## config.mk

```make
export PLATFORM = sky130hd
export DESIGN_NAME = wdt_reset_gen
export DESIGN_NICKNAME = d
export VERILOG_FILES = /design/src/rtl/wdt_reset_defs.sv /design/src/rtl/wdt_reset_gen.sv
export SDC_FILE = /design/constraint.sdc
export NUM_CORES = 1
export LEC_CHECK = 0
export ABC_AREA = 1
export BUFFER_PORTS_ARGS = -buffer_cell sky130_fd_sc_hd__buf_2
export CORE_MARGIN = 3
export CORE_UTILIZATION = 40
export DETAILED_ROUTE_END_ITERATION = 8
export PLACE_DENSITY = 0.6
export SLEW_MARGIN = 20
export SYNTH_ARGS = -nofsm -noshare
export SYNTH_HDL_FRONTEND = slang
export SYNTH_SLANG_ARGS = --single-unit
```

## constraint.sdc

```tcl
create_clock -name clk -period 1.3 [get_ports clk]
set_clock_uncertainty 0.05 [all_clocks]
set_input_delay 0.13 -clock clk [delete_from_list [all_inputs] [get_ports clk]]
set_output_delay 0.13 -clock clk [all_outputs]
set_load 0.005 [all_outputs]
```

## src/rtl/wdt_reset_defs.sv

```systemverilog
// rtl/wdt_reset_defs.sv - shared state encodings and cause bit indices for wdt_reset_gen
package wdt_reset_defs;

  typedef enum logic [1:0] {
    IDLE   = 2'h0,
    ASSERT = 2'h1,
    SETTLE = 2'h2
  } wdt_state_e;

  localparam int CAUSE_WDT = 0;
  localparam int CAUSE_SW  = 1;

endpackage

```

## src/rtl/wdt_reset_gen.sv

```systemverilog
// rtl/wdt_reset_gen.sv - stretched system reset from watchdog timeout or software request; optional WDT_RESET_COUNT_EN
module wdt_reset_gen
  import wdt_reset_defs::*;
#(
  parameter int RESET_CYCLES  = 16,
  parameter int SETTLE_CYCLES = 4
) (
  input  logic       clk,
  input  logic       reset_n,
  input  logic       wdt_timeout,
  input  logic       sw_reset_req,
  input  logic       cause_clear,
  output logic       sys_reset_n,
  output logic       wdt_stop,
  output logic       busy,
  output logic [1:0] reset_cause,
  output logic [7:0] reset_count
);

  localparam logic [7:0] RESET_LAST  = 8'(RESET_CYCLES - 1);
  localparam logic [7:0] SETTLE_LAST = 8'(SETTLE_CYCLES - 1);

  wdt_state_e state_q, state_d;
  logic [7:0] ctr_q, ctr_d;
  logic [1:0] cause_q, cause_d;
  logic       sys_reset_n_q;
  logic       wdt_stop_q;
  logic       busy_q;
  logic       trigger;

  // Triggers are only accepted from IDLE; ASSERT and SETTLE ignore them.
  assign trigger = (state_q == IDLE) && (wdt_timeout || sw_reset_req);

  // Next state, hold counter and sticky cause; a same-cycle set overrides the clear.
  always_comb begin
    state_d = state_q;
    ctr_d   = ctr_q;
    cause_d = cause_clear ? 2'b00 : cause_q;
    case (state_q)
      IDLE: begin
        ctr_d = 8'd0;
        if (trigger) state_d = ASSERT;
        if (wdt_timeout) cause_d[CAUSE_WDT] = 1'b1;
        if (sw_reset_req) cause_d[CAUSE_SW] = 1'b1;
      end
      ASSERT: begin
        if (ctr_q == RESET_LAST) begin
          state_d = SETTLE;
          ctr_d   = 8'd0;
        end else begin
          ctr_d = ctr_q + 8'd1;
        end
      end
      SETTLE: begin
        // A timeout still asserted keeps the watchdog stopped instead of retriggering.
        if (ctr_q == SETTLE_LAST && !wdt_timeout) begin
          state_d = IDLE;
          ctr_d   = 8'd0;
        end else if (ctr_q != SETTLE_LAST) begin
          ctr_d = ctr_q + 8'd1;
        end
      end
      default: begin
        state_d = ASSERT;
        ctr_d   = 8'd0;
      end
    endcase
  end

  // State, counter and cause registers; reset lands in ASSERT for the power-on hold.
  always_ff @(posedge clk or negedge reset_n) begin
    if (!reset_n) begin
      state_q <= ASSERT;
      ctr_q   <= 8'd0;
      cause_q <= 2'b00;
    end else begin
      state_q <= state_d;
      ctr_q   <= ctr_d;
      cause_q <= cause_d;
    end
  end

  // Outputs are registered from the next-state decode so they track state_q without glitches.
  always_ff @(posedge clk or negedge reset_n) begin
    if (!reset_n) begin
      sys_reset_n_q <= 1'b0;
      wdt_stop_q    <= 1'b0;
      busy_q        <= 1'b1;
    end else begin
      sys_reset_n_q <= (state_d != ASSERT);
      wdt_stop_q    <= (state_d == SETTLE);
      busy_q        <= (state_d != IDLE);
    end
  end

  assign sys_reset_n = sys_reset_n_q;
  assign wdt_stop    = wdt_stop_q;
  assign busy        = busy_q;
  assign reset_cause = cause_q;

`ifdef WDT_RESET_COUNT_EN
  logic [7:0] count_q, count_d;

  // Saturating count of watchdog-caused resets; an increment beats a same-cycle clear.
  always_comb begin
    count_d = cause_clear ? 8'd0 : count_q;
    if ((state_q == IDLE) && wdt_timeout && (count_d != 8'hff)) count_d = count_d + 8'd1;
  end

  // Reset count register.
  always_ff @(posedge clk or negedge reset_n) begin
    if (!reset_n) count_q <= 8'd0;
    else          count_q <= count_d;
  end

  assign reset_count = count_q;
`else
  assign reset_count = 8'h00;
`endif

endmodule

```

==> results by group, run 1 <==
Power and ir drop
  • Total power: 2.01 mW
  • Leak: 0.648 nW
  • Peak VDD IR: 1.08 mV
  • Pwr per Cell Area: 1450 mW/mm^2

Logic synthesis
  • Top FF cell, synth: dfrtp_1
  • Post-synthesis mux area share: 0
  • Post-synth EDFFs: 0
  • Area contributors post-synth: dfrtp_1, nand2_1, inv_1
  • Syn Inst Count: approximately 120
  • Synth Area in XOR/XNOR: 0.0277
  • Post-synthesis register bit count: 15
  • Yosys cell types: 25
  • Cell Area, Synth: 950 sq um
  • Simple-gate portion of the synthesized area: 0.273
  • FFs w/ async S/R, synth: 1.00
  • Syn Area/Cell: approximately 7.7 sq um
  • Yosys top cell by area: dfrtp_1
  • Post-synthesis adder-cell area fraction: 0.0659
  • Main combinational cell family by area after synthesis: simple AND/OR/NAND/NOR gates
  • Seq/Total Area, Yosys: 0.398
  • Yosys top cell area share: 0.343
  • YS warnings: 0
  • Compound-Gate Fraction of Synth Area: 0.0777

GRT
  • Largest net degree at the start of global routing: 16
  • GRT overflow: 0
  • Initial antenna violation count: 0
  • GRT Total Usage: 0.169
  • Vias in the first global route: 848
  • Global-route wire length before repair: 3580 microns

Placement
  • DP HPWL: 1540 microns
  • Input/output buffers: 9
  • Placed Area: 0.00113 sq mm
  • Cell count after placement: 174
  • Gpl congestion: 0.813

Outcome
  • Violated checks: negative setup slack
  • Status: finished, violations left

STA
  • Fin. max-slew vios: 0
  • Max Fclk: 721 MHz
  • Fin crit period: roughly 1.4 ns
  • Final setup slack of the worst path: -0.0878 ns
  • Final hold viol count: 0
  • RSZ-0062 raised after global routing: yes
  • Crit share post-route: 1.07
  • Final setup viols: 11
  • Setup TNS: -0.566 ns

CTS
  • Clk sinks: 15
  • CTS clock-pin slew for the worst setup and hold paths: 0.10 ns
  • CTS tree: done
  • CTS Root Cell: clkbuf_4
  • H-tree Lvls: 1
  • Clock latency on the worst-skew pair: around 0.29 ns
  • Number of CTS-inserted buffers: 3
  • Clk buf depth: 2

Layout
  • Design area: 0.00139 sq mm
  • Post-Layout Cell Count: 183
  • Filler cells: 203
  • Layout cells sized above 1: 0.484
  • # diodes: 0
  • Area Growth Syn to Fin: 46.1%
  • Final nets: 166

Floorplan
  • Initial Utilization: 0.425
  • Die H: between 50 and 60 microns
  • Row count: 17
  • DIE WIDTH: between 50 and 60 microns
  • Core outline area: roughly 0.0022 sq mm
  • Io pins: 18
  • Die Footprint: 0.00299 sq mm

Route
  • Final ANT Viol Nets: 0
  • Wire per inst: 11.8 microns
  • Initial DRT Pass Iterations: 4
  • Via count: about 900
  • Detailed Route WL: 2160 microns
  • Initial DRC Count: 10
  • Drt via density: 4.89
  • Detailed-route DRC error count: 0

Setup path
  • CP startpoint kind: flip-flop
  • CP Max Fanout: 4
  • CP arrival: 1.57 ns
  • Crit. End Element: flip-flop
  • Crit Path Class: flip-flop to flip-flop
  • Worst EP required: 1.48 ns
  • Critical path's most frequent cell: inv_4
  • Slowest CP cell: dfstp_2
  • Slowest cell delay on critical path: roughly 0.6 ns
  • CP Cell Sequence: inv_4 -> ha_4 -> inv_4 -> a31oi_4 -> nor2_2 -> nand3_4 -> inv_2 -> nand2_1

Worst hold path
  • Worst hold path type: input port to flip-flop

Run
  • Max-cap viol count: 0
flip-flops by register name, summed over array words and instances (netlist names):
name         flops
ctr_q            8
reset_cause      2
state_q          2
wdt_stop         1
busy             1
sys_reset_n      1
cells by family (layout without fill, tap and decap cells):
| group | Yosys count | after routing |
|---|---|---|
| buffers and inverters | 31 | 55 |
| other | 1 | 8 |
| DFF | 15 | 15 |
| AOI/OAI and AO/OA | 12 | 12 |
| and+or+nand+nor | 57 | 57 |
| xor gates and xnor gates | 3 | 3 |
| adders and majority gates | 5 | 5 |
metrics by stage:
| stage | setup slack (ns) | hold WS, ns | utilization |
|---|---|---|---|
| after global routing | -0.180 | 0.167 | 0.621 |
| after global placement | -0.0892 | -0.00113 | 0.505 |
| after floorplan | -0.0737 | -0.216 | - |
| after CTS | -0.0920 | 0.0859 | 0.566 |
| final | -0.0878 | 0.153 | 0.621 |
| after detailed placement | -0.107 | 0.00601 | 0.505 |
path summary, 6_finish.rpt:
kind	endpoint	cells after the start	startpoint	slack, ns
setup / recovery	busy	8	state_q[0]	-0.09
hold / removal	reset_cause[1]	3	sw_reset_req	0.15
setup reg to reg	busy	8	state_q[0]	-0.09
hold reg to reg	reset_cause[1]	2	reset_cause[1]	0.49
max in group asynchronous	state_q[0]	2	reset_n	0.68
min in group asynchronous	ctr_q[4]	2	reset_n	0.21
timing repair:
item	4_1_cts	5_1_grt
setup endpoints to repair	13	13
gates resized for setup	17	30
setup buffers	1	2
endpoints found under the hold margin	17	0
hold buffers	2	0
pin swaps	7	17
final cells by class:
cell class,instances,area (sq um),share of cell area
well taps,28,35.0,0.0252
repair buffers,29,208,0.150
clock buffers,4,26.3,0.0189
flip-flops and latches,15,379,0.273
inverters,22,97.6,0.0703
multi-input cells,85,642,0.463
power breakdown:
part	total, mW	switching (mW)	internal [mW]
logic	1.05	0.530	0.517
registers	0.681	0.0859	0.595
clock network	0.279	0.160	0.119
total	2.01	0.776	1.23
cell usage after synthesis, types with 2 or more instances:
cell	number
a211oi_1	2
buf_4	8
dfrtp_1	13
dfstp_2	2
ha_1	5
inv_1	21
nand2_1	24
nand3_1	11
nor2_1	14
nor2_2	2
nor3_1	3
o21ai_0	3
o22ai_1	2
xor2_1	3
cell usage in the layout (no fill, tap or decap), types with 3 or more instances in the layout:
cell type,count
buf_2,9
buf_4,16
clkbuf_4,3
conb_1,8
dfrtp_1,12
ha_4,4
inv_1,13
inv_2,5
inv_4,3
nand2_1,21
nand3_1,6
nand3_2,4
nand3_4,3
nor2_1,4
nor2_2,10
critical path, delay by kind of cell, from the launching register on:
kind            cells  cell delay (ns)
fa+ha+maj           1             0.16
compound gates      1             0.04
buf+inv             3             0.19
flops               1             0.60
simple gates        3             0.31
routing by layer:
metal	part of all wire	vias to the layer above	global-route usage	routed length (microns)
li1	-	437	-	-
met4	0.022	0	0.0747	47
met5	0	-	0	0
met3	0.016	6	0.0245	34
met2	0.53	12	0.287	1140
met1	0.44	440	0.210	942
Power figures use the tool's default switching activity.
==> inputs of run 2 (changes only) <==
CORE_MARGIN = unset   (was 3)
TNS_END_PERCENT = 50   (was unset)
==> run 2 against run 1 <==
Sequential power hardly changed; largest cell class unchanged; the run still ends with negative setup slack left; core utilization is 1.1 points lower; routed wire length is 8.5% higher; first-iteration DRC count is 70% higher.
==> results by group, run 2 (synthesis gave the netlist of run 1 again) <==
Setup path
  • Crit Path Class: flip-flop to flip-flop (unchanged)
  • Slowest CP cell: dfstp_2 (unchanged)
  • Slowest cell delay on critical path: 0.60 ns (about the same)
  • CP Max Fanout: 3 (was 4)
  • CP startpoint kind: flip-flop (unchanged)
  • Crit. End Element: flip-flop (unchanged)
  • CP Cell Sequence: inv_4 -> ha_4 -> inv_4 -> buf_4 -> buf_4 -> buf_4 -> o22ai_1 (was inv_4 -> ha_4 -> inv_4 -> a31oi_4 -> nor2_2 -> nand3_4 -> inv_2 -> nand2_1)
  • Worst EP required: 1.41 ns (was 1.48 ns)
  • CP arrival: 1.53 ns (was 1.57 ns)
  • Critical path's most frequent cell: buf_4 (was inv_4)

Outcome
  • Violated checks: negative setup slack (unchanged)
  • Status: finished, violations left (unchanged)

Floorplan
  • Die H: 50.7 microns (was 54.7 microns)
  • Core outline area: 0.00223 sq mm (unchanged)
  • Row count: 17 (unchanged)
  • Die Footprint: 0.00257 sq mm (was 0.00299 sq mm)
  • DIE WIDTH: 50.7 microns (was 54.7 microns)
  • Initial Utilization: 0.425 (unchanged)
  • Io pins: 18 (unchanged)

Route
  • Initial DRC Count: 17 (was 10)
  • Drt via density: 5.00 (was 4.89)
  • Wire per inst: 12.8 microns (was 11.8 microns)
  • Initial DRT Pass Iterations: 4 (unchanged)
  • Via count: 915 (was 895)
  • Final ANT Viol Nets: 0 (unchanged)
  • Detailed-route DRC error count: 0 (unchanged)
  • Detailed Route WL: 2340 microns (was 2160 microns)

Layout
  • Layout cells sized above 1: 0.452 (was 0.484)
  • Post-Layout Cell Count: 183 (unchanged)
  • Biggest register: ctr_q (unchanged)
  • # diodes: 0 (unchanged)
  • Area Growth Syn to Fin: 43.6% (was 46.1%)
  • Footprint of the multi-input gates: 628 sq um (was 642 sq um)
  • Most frequent cells in the layout: nand2_1, buf_4, inv_1, dfrtp_1, buf_2 (was nand2_1, buf_4, inv_1, dfrtp_1, nor2_2)
  • Final nets: 166 (unchanged)
  • Filler cells: 204 (was 203)
  • FF+latch area: 379 sq um (unchanged)
  • Largest register FFs: 8 (unchanged)
  • Commonest non-fill, non-tap cell in the layout: nand2_1 (unchanged)

STA
  • Max Fclk: 704 MHz (was 721 MHz)
  • Final setup slack of the worst path: -0.121 ns (was -0.0878 ns)
  • Setup TNS: -0.819 ns (was -0.566 ns)
  • Final setup viols: 13 (was 11)
  • Crit share post-route: 1.09 (was 1.07)
  • Fin. max-slew vios: 0 (unchanged)
  • Final hold viol count: 0 (unchanged)
  • RSZ-0062 raised after global routing: yes (unchanged)
  • Fin crit period: 1.42 ns (was 1.39 ns)

Placement
  • Cell count after placement: 174 (unchanged)
  • Input/output buffers: 9 (unchanged)
  • Place WS: -0.154 ns (was -0.107 ns)
  • Gpl congestion: 0.827 (was 0.813)
  • DP HPWL: 1550 microns (was 1540 microns)

CTS
  • Clk sinks: 15 (unchanged)
  • H-tree Lvls: 1 (unchanged)
  • CTS Root Cell: clkbuf_4 (unchanged)
  • CTS clock-pin slew for the worst setup and hold paths: 0.09 ns (was 0.10 ns)
  • Clock latency on the worst-skew pair: 0.28 ns (was 0.29 ns)
  • CTS tree: done (unchanged)
  • Clk buf depth: 2 (unchanged)
  • Number of CTS-inserted buffers: 3 (unchanged)

GRT
  • GRT overflow: 0 (unchanged)
  • Global-route wire length before repair: 3680 microns (was 3580 microns)
  • GRT Total Usage: 0.195 (was 0.169)
  • Initial antenna violation count: 0 (unchanged)
  • Largest net degree at the start of global routing: 16 (unchanged)
  • Vias in the first global route: 902 (was 848)

Power and ir drop
  • Peak VDD IR: 1.10 mV (was 1.08 mV)
  • Pwr per Cell Area: 1450 mW/mm^2 (about the same)
  • Leak: 0.650 nW (was 0.648 nW)

Run
  • Max-cap viol count: 0 (unchanged)

Worst hold path
  • Worst hold path type: input port to flip-flop (unchanged)
run 2: area by class of cell:
type / instances / area share
clock buffer: 4 / 0.0193
sequential: 15 / 0.278
tap: 28 / 0.0257
timing repair buffer: 29 / 0.147
inverter: 22 / 0.0697
multi-input combinational: 85 / 0.461
run 2: per-layer routing:
layer	global-route usage	share of wire	up-vias
met5	0	0	-
met2	0.358	0.51	31
met3	0.0455	0.045	7
li1	-	-	436
met1	0.207	0.43	441
met4	0.0926	0.015	0
run 2: critical path: cells and delay by family, from the launching register on:
family / cells / cell delay [ns]
flip-flops: 1 / 0.60
buffers and inverters: 5 / 0.43
AO/OA/AOI/OAI: 1 / 0.06
adder cells (fa/ha/maj): 1 / 0.16
run 2: worst paths after layout:
check,from,endpoint,slack (ns),depth (start not counted)
setup / recovery,state_q[0],reset_cause[0],-0.12,7
hold / removal,sw_reset_req,reset_cause[1],0.16,3
setup reg to reg,state_q[0],reset_cause[0],-0.12,7
hold reg to reg,reset_cause[1],reset_cause[1],0.48,2
max in group asynchronous,reset_n,state_q[0],0.68,2
min in group asynchronous,reset_n,ctr_q[4],0.22,2
run 2: power breakdown:
part           switching (mW)  total (mW)  internal [mW]
Clock                   0.148       0.267          0.119
Sequential             0.0864       0.682          0.596
Combinational           0.516        1.03          0.517
run 2: what timing repair did:
action | CTS | global route
gates resized for setup | 22 | 17
hold buffers | 2 | 0
pin swaps | 11 | 8
endpoints found under the setup margin | 13 | 14
setup buffers | 2 | 1
hold endpoints to repair | 16 | 0
run 2: metrics by stage:
| step | hold WS (ns) | utilization | instance area, sq um | power (mW) |
|---|---|---|---|---|
| 3_5_place_dp | 0.00120 | 0.505 | 1130 | 1.40 |
| 3_3_place_gp | 0.000215 | 0.505 | 1130 | 1.39 |
| 5_1_grt | 0.158 | 0.611 | 1360 | 2.10 |
| 6_report | 0.160 | 0.611 | 1360 | 1.98 |
| 2_1_floorplan | -0.216 | - | 1010 | 1.08 |
| 4_1_cts | 0.0701 | 0.574 | 1280 | 1.82 |
